## src/rtl/alu_seq_pkg.sv

```systemverilog
// Shared types and defaults for the ALU sequencing controller.
package alu_seq_pkg;

    localparam int DEFAULT_W = 4;

    typedef enum logic [1:0] {
        LIVE    = 2'd0,
        LATCH   = 2'd1,
        CAPTURE = 2'd2,
        SHOW    = 2'd3
    } seq_state_e;

    // LATCH and CAPTURE are the only states in which the ALU is being sequenced
    function automatic logic state_is_busy(input seq_state_e s);
        return (s == LATCH) || (s == CAPTURE);
    endfunction

endpackage

```

## src/rtl/alu_seq_ctrl_if.sv

```systemverilog
// Operand/result bus between the sequencing controller (master) and the ALU (slave).
interface alu_seq_ctrl_if
    import alu_seq_pkg::*;
#(
    parameter int W = DEFAULT_W
);
    logic [W-1:0]   alu_a;
    logic [W-1:0]   alu_b;
    logic [2*W-1:0] alu_result;
    logic           alu_cf;
    logic           alu_of;

    modport master (
        output alu_a,
        output alu_b,
        input  alu_result,
        input  alu_cf,
        input  alu_of
    );

    modport slave (
        input  alu_a,
        input  alu_b,
        output alu_result,
        output alu_cf,
        output alu_of
    );
endinterface

```

## src/rtl/button_debounce.sv

```systemverilog
// Button conditioner: 2-FF synchronizer, optional debounce filter (ALU_SEQ_DEBOUNCE_EN)
// and rising-edge detect producing a one-cycle press pulse.
module button_debounce
    import alu_seq_pkg::*;
#(
    parameter int DEBOUNCE_CYCLES = 1_000_000
) (
    input  logic clk,
    input  logic rst,
    input  logic raw,
    output logic press
);

    logic sync1_r;
    logic sync2_r;
    logic level_s;
    logic level_d_r;

    // Bring the asynchronous button level into the clock domain
    always_ff @(posedge clk) begin
        if (rst) begin
            sync1_r <= 1'b0;
            sync2_r <= 1'b0;
        end else begin
            sync1_r <= raw;
            sync2_r <= sync1_r;
        end
    end

`ifdef ALU_SEQ_DEBOUNCE_EN
    localparam int CW = $clog2(DEBOUNCE_CYCLES + 1);
    localparam logic [CW-1:0] CNT_LAST = CW'(DEBOUNCE_CYCLES - 1);

    logic [CW-1:0] cnt_r;
    logic          level_r;

    // Accept a new level only after it has disagreed with the current one long enough
    always_ff @(posedge clk) begin
        if (rst) begin
            cnt_r   <= {CW{1'b0}};
            level_r <= 1'b0;
        end else if (sync2_r == level_r) begin
            cnt_r   <= {CW{1'b0}};
        end else if (cnt_r == CNT_LAST) begin
            cnt_r   <= {CW{1'b0}};
            level_r <= sync2_r;
        end else begin
            cnt_r   <= cnt_r + CW'(1);
        end
    end

    assign level_s = level_r;
`else
    localparam int unused_debounce_cycles = DEBOUNCE_CYCLES;

    assign level_s = sync2_r;
`endif

    // Previous accepted level for edge detection
    always_ff @(posedge clk) begin
        if (rst) begin
            level_d_r <= 1'b0;
        end else begin
            level_d_r <= level_s;
        end
    end

    // Pulse is formed from registered levels only, so it is glitch-free
    assign press = level_s & ~level_d_r;

endmodule

```

## src/rtl/alu_seq_ctrl.sv

```systemverilog
// Sequencing controller for the adder/display datapath. Optional debounce filter
// is enabled with ALU_SEQ_DEBOUNCE_EN; without it buttons are only synchronized.
module alu_seq_ctrl
    import alu_seq_pkg::*;
#(
    parameter int DEBOUNCE_CYCLES = 1_000_000,
    parameter int W               = DEFAULT_W
) (
    input  logic                  CLK,
    input  logic                  RST,
    input  logic                  Button_left,
    input  logic                  Button_right,
    input  logic [W-1:0]          Data1,
    input  logic [W-1:0]          Data2,
    alu_seq_ctrl_if.master        alu,
    output logic [2*W-1:0]        disp_data,
    output logic                  disp_is_result,
    output logic                  CF,
    output logic                  OF,
    output logic                  busy
);

    seq_state_e   state_r;
    logic [W-1:0] alu_a_r;
    logic [W-1:0] alu_b_r;
    logic         press_left_s;
    logic         press_right_s;

    button_debounce #(
        .DEBOUNCE_CYCLES (DEBOUNCE_CYCLES)
    ) u_btn_left (
        .clk   (CLK),
        .rst   (RST),
        .raw   (Button_left),
        .press (press_left_s)
    );

    button_debounce #(
        .DEBOUNCE_CYCLES (DEBOUNCE_CYCLES)
    ) u_btn_right (
        .clk   (CLK),
        .rst   (RST),
        .raw   (Button_right),
        .press (press_right_s)
    );

    assign alu.alu_a = alu_a_r;
    assign alu.alu_b = alu_b_r;

    // Sequencer: state, operand latches, captured flags and display registers.
    // Presses arriving in LATCH/CAPTURE are dropped; in SHOW left beats right.
    always_ff @(posedge CLK) begin
        if (RST) begin
            state_r        <= LIVE;
            alu_a_r        <= {W{1'b0}};
            alu_b_r        <= {W{1'b0}};
            disp_data      <= {(2*W){1'b0}};
            disp_is_result <= 1'b0;
            CF             <= 1'b0;
            OF             <= 1'b0;
            busy           <= 1'b0;
        end else begin
            case (state_r)
                LIVE: begin
                    disp_data      <= {Data1, Data2};
                    disp_is_result <= 1'b0;
                    if (press_right_s) begin
                        state_r <= LATCH;
                        alu_a_r <= Data1;
                        alu_b_r <= Data2;
                        busy    <= state_is_busy(LATCH);
                    end else begin
                        state_r <= LIVE;
                        busy    <= 1'b0;
                    end
                end
                LATCH: begin
                    // One cycle for the ALU to settle on the new operands
                    state_r <= CAPTURE;
                    busy    <= state_is_busy(CAPTURE);
                end
                CAPTURE: begin
                    CF             <= alu.alu_cf;
                    OF             <= alu.alu_of;
                    disp_data      <= alu.alu_result;
                    disp_is_result <= 1'b1;
                    busy           <= state_is_busy(SHOW);
                    state_r        <= SHOW;
                end
                SHOW: begin
                    if (press_left_s) begin
                        state_r        <= LIVE;
                        disp_is_result <= 1'b0;
                        busy           <= 1'b0;
                    end else if (press_right_s) begin
                        state_r        <= LATCH;
                        alu_a_r        <= Data1;
                        alu_b_r        <= Data2;
                        disp_is_result <= 1'b0;
                        busy           <= state_is_busy(LATCH);
                    end else begin
                        state_r        <= SHOW;
                        disp_is_result <= 1'b1;
                        busy           <= 1'b0;
                    end
                end
                default: begin
                    state_r        <= LIVE;
                    disp_is_result <= 1'b0;
                    busy           <= 1'b0;
                end
            endcase
        end
    end

endmodule

```

## src/flat_wrapper.sv

```systemverilog
// flat-port wrapper written by rule: the top's interface ports become plain ports
module alu_seq_ctrl_flat import alu_seq_pkg::*;
#(
    parameter int DEBOUNCE_CYCLES = 1_000_000,
    parameter int W               = DEFAULT_W
)
  (CLK, RST, Button_left, Button_right, Data1, Data2, disp_data, disp_is_result, CF, OF, busy, alu_alu_a, alu_alu_b, alu_alu_result, alu_alu_cf, alu_alu_of);
  alu_seq_ctrl_if #(.W(W)) alu_i ();
  input  logic CLK;
  input  logic RST;
  input  logic Button_left;
  input  logic Button_right;
  input  logic [W-1:0] Data1;
  input  logic [W-1:0] Data2;
  output logic [2*W-1:0] disp_data;
  output logic disp_is_result;
  output logic CF;
  output logic OF;
  output logic busy;
  output wire logic [$bits(alu_i.alu_a)-1:0] alu_alu_a;
  output wire logic [$bits(alu_i.alu_b)-1:0] alu_alu_b;
  input wire logic [$bits(alu_i.alu_result)-1:0] alu_alu_result;
  input wire logic [$bits(alu_i.alu_cf)-1:0] alu_alu_cf;
  input wire logic [$bits(alu_i.alu_of)-1:0] alu_alu_of;
  assign alu_alu_a = alu_i.alu_a;
  assign alu_alu_b = alu_i.alu_b;
  assign alu_i.alu_result = alu_alu_result;
  assign alu_i.alu_cf = alu_alu_cf;
  assign alu_i.alu_of = alu_alu_of;
  alu_seq_ctrl #(.DEBOUNCE_CYCLES(DEBOUNCE_CYCLES), .W(W)) u_core (.CLK(CLK), .RST(RST), .Button_left(Button_left), .Button_right(Button_right), .Data1(Data1), .Data2(Data2), .alu(alu_i), .disp_data(disp_data), .disp_is_result(disp_is_result), .CF(CF), .OF(OF), .busy(busy));
endmodule
```

## config.mk

```make
export PLATFORM = sky130hd
export DESIGN_NAME = alu_seq_ctrl_flat
export DESIGN_NICKNAME = d
export VERILOG_FILES = /design/src/rtl/alu_seq_pkg.sv /design/src/rtl/alu_seq_ctrl_if.sv /design/src/rtl/button_debounce.sv /design/src/rtl/alu_seq_ctrl.sv /design/src/flat_wrapper.sv
export SDC_FILE = /design/constraint.sdc
export NUM_CORES = 1
export LEC_CHECK = 0
export CAP_MARGIN = 20
export CELL_PAD_IN_SITES_DETAIL_PLACEMENT = 0
export CELL_PAD_IN_SITES_GLOBAL_PLACEMENT = 1
export CORE_ASPECT_RATIO = 0.5
export CORE_UTILIZATION = 36
export CTS_CLUSTER_SIZE = 16
export DETAILED_ROUTE_END_ITERATION = 6
export PLACE_DENSITY_LB_ADDON = 0.1
export SETUP_SLACK_MARGIN = 0.3
export SLEW_MARGIN = 20
export SYNTH_ARGS = -nofsm -noshare
export SYNTH_HDL_FRONTEND = slang
export SYNTH_SLANG_ARGS = --single-unit
```

## constraint.sdc

```tcl
create_clock -name CLK -period 4 [get_ports CLK]
set_input_delay 0.8 -clock CLK [delete_from_list [all_inputs] [get_ports CLK]]
set_output_delay 0.8 -clock CLK [all_outputs]
set_load 0.005 [all_outputs]
```

==> flow_summary.json <==
{
  "path_clk_slew_ns": 0.10,
  "max_stage_delay_ns": 0.56,
  "fin_ws_ns": 1.97,
  "maxCapViolCount": 0,
  "postCtsSetupBuffers": 0,
  "clock-sinks": 28,
  "core-area_um2": 3190,
  "outcome": "finished clean",
  "drt-initial-drc-count": 68,
  "min_path_cells": 1,
  "synth_top_area_share": 0.440,
  "cts_resized": 0,
  "post-route-period-util": 0.508,
  "whs_endpoint": "u_core.u_btn_right.level_s",
  "fp.dieH_um": 44.1,
  "clock_latency_ns": 0.27,
  "ys_warn_count": 0,
  "place_area_um2": 1690,
  "timing.rr.end": "u_core.alu.alu_b[0]",
  "place_ws_ns": 1.68,
  "syn_inst": 133,
  "place_hpwl_um": 2010,
  "fmax_ghz": 0.492,
  "start_util": 0.400,
  "tns_ns": 0,
  "crit_required_ns": 4.17,
  "leakage_nw": 0.709,
  "cts.path.max_buffers": 2,
  "wl_per_cell_um": 13.3,
  "drv_slew": 0,
  "htree_levels": 1,
  "start_kind": "input pin",
  "drive_above_1_share": 0.0952,
  "num_rows": 14,
  "synth_edf_count": 0,
  "rrSetupSlack_ns": 2.16,
  "area_delta_synth_final_pct": 36.8,
  "dr_total_vias": 1048,
  "nets": 191,
  "crit_fanout": 31,
  "worstSetupPathType": "in -> reg",
  "synth_common_cells": "dfxtp_1 (28), nor2_1 (12), mux2i_1 (10)",
  "rsz0062_at_grt": "false",
  "layout_min_cycle_time_ns": 2.03,
  "syn_area_um2": 1270,
  "grt-ovfl-total": 0,
  "port_buffers": 41,
  "ys_seq_area_frac": 0.440,
  "setup_viol": 0,
  "async_flop_share": 0,
  "min-delay-start": "u_core.u_btn_right.sync1_r",
  "route.detailed.drc": 0,
  "fp.dieW_um": 86.2,
  "vdd_drop_max_uv": 221,
  "hold_path_class": "reg -> reg",
  "place.gp.congestion": 0.696,
  "yosysMostFrequentCell": "dfxtp_1",
  "p_total_w": 0.000625,
  "grt_usage": 0.161,
  "tritoncts": "yes",
  "first_pass_iters": 4,
  "cp_num_cells": 5,
  "crit-reg2reg-launch": "u_core.state_r[0]",
  "final_area_um2": 1740,
  "cts_hold_buffers": 0,
  "ant_nets": 0,
  "endpoint_kind": "flop",
  "p_per_area_nw_per_um2": 358,
  "synth_fp_nets": 155,
  "synth-main-ff-cell": "dfxtp_1",
  "crit_arrival_ns": 2.21,
  "rr_worst_depth": 3,
  "antenna_cells": 0,
  "avgViaCountPerCell": 4.85,
  "antenna_found_initial": 0,
  "ys_seq_elements": 28,
  "slowest_stage": "clkdlybuf4s50_1",
  "timing_hold_violations_final": 0,
  "wirelength_um": 2880,
  "critPathBufInv": 2,
  "synth_top_area_cell": "dfxtp_1",
  "grt_pass1_vias": 899,
  "yosys.cell_types.count": 26,
  "grt_max_degree": 32,
  "path_delay_family": "buffers and inverters",
  "yosys-top-cells-area": "dfxtp_1 (44%), mux2i_1 (7.9%), mux2_2 (7.1%)",
  "dieArea_um2": 3800,
  "syn_avg_cell_area_um2": 9.59,
  "pin_count": 42,
  "grt_pass1_wl_um": 4600,
  "cts-root-buf": "clkbuf_8",
  "skew_ns": 0.00639,
  "worstPathCellList": "clkdlybuf4s50_1 -> buf_4 -> nor2_1 -> and3_1 -> a31o_2",
  "max_slew_margin": 0.551,
  "tightest_slew_ns": 0.673,
  "cts_made_buffers": 3
}
-- worst max-delay path by stage --
stage,from,to,slack [ns]
3_5_place_dp,RST,u_core.disp_is_result,1.68
6_report,RST,u_core.disp_is_result,1.97
3_3_place_gp,RST,u_core.disp_is_result,1.70
5_1_grt,RST,u_core.disp_is_result,1.88
4_1_cts,RST,u_core.disp_is_result,1.98
2_1_floorplan,RST,u_core.alu.alu_a[0],2.34
-- cells in the final DEF, fill, tap and decap left out, types with 2 or more instances in the layout --
cell type        instances
a2111oi_0                8
a211o_1                  8
and3_1                   9
clkbuf_8                 4
clkdlybuf4s50_1         41
dfxtp_1                 28
inv_1                    9
mux2_2                   8
mux2i_1                 10
nand2_1                  2
nor2_1                  12
nor2b_1                  8
nor3_1                   8
o21ai_0                  2
-- power breakdown --
part           internal, W  total (W)  switching, W
combinational    0.0000795   0.000130     0.0000502
sequential        0.000300   0.000322     0.0000218
clock            0.0000880   0.000174     0.0000855
-- sequential cells by signal, summed over array words and instances (netlist names), 2 cells and up --
name / flops
u_core.alu.alu_a: 4
u_core.alu.alu_b: 4
u_core.disp_data: 8
u_core.state_r: 2
-- cell families (layout without fill, tap and decap cells) --
family,Yosys count,after routing,synth area share
and+or+nand+nor,43,43,0.179
DFF,28,28,0.440
AOI/OAI and AO/OA,24,24,0.154
buffers and inverters,20,55,0.0785
muxes,18,18,0.149
-- through the flow --
| step | hold WS (ns) | std cells | util |
|---|---|---|---|
| 6_report | 0.440 | 216 | 0.547 |
| 5_1_grt | 0.457 | 216 | 0.547 |
| 4_1_cts | 0.447 | 216 | 0.546 |
| 3_5_place_dp | 0.424 | 212 | 0.529 |
| 3_3_place_gp | 0.419 | 212 | 0.529 |
| 2_1_floorplan | 0.414 | 133 | - |
-- per-layer routing --
layer / up-vias / wire length, um / GRT usage
li1: 539 / - / -
met3: 2 / 96 / 0.0448
met2: 20 / 1080 / 0.208
met1: 487 / 1690 / 0.262
met4: 0 / 8 / 0.0200
met5: - / 0 / 0
-- layout make-up --
| class | instances | area, um^2 |
|---|---|---|
| clock buffers | 4 | 55.1 |
| fillers | 316 | 1440 |
| inverters | 9 | 33.8 |
| multi-input cells | 85 | 617 |
| flip-flops and latches | 28 | 561 |
| well taps | 48 | 60.1 |
| repair buffers | 42 | 418 |
No activity file was read; power rests on OpenSTA's default activity.
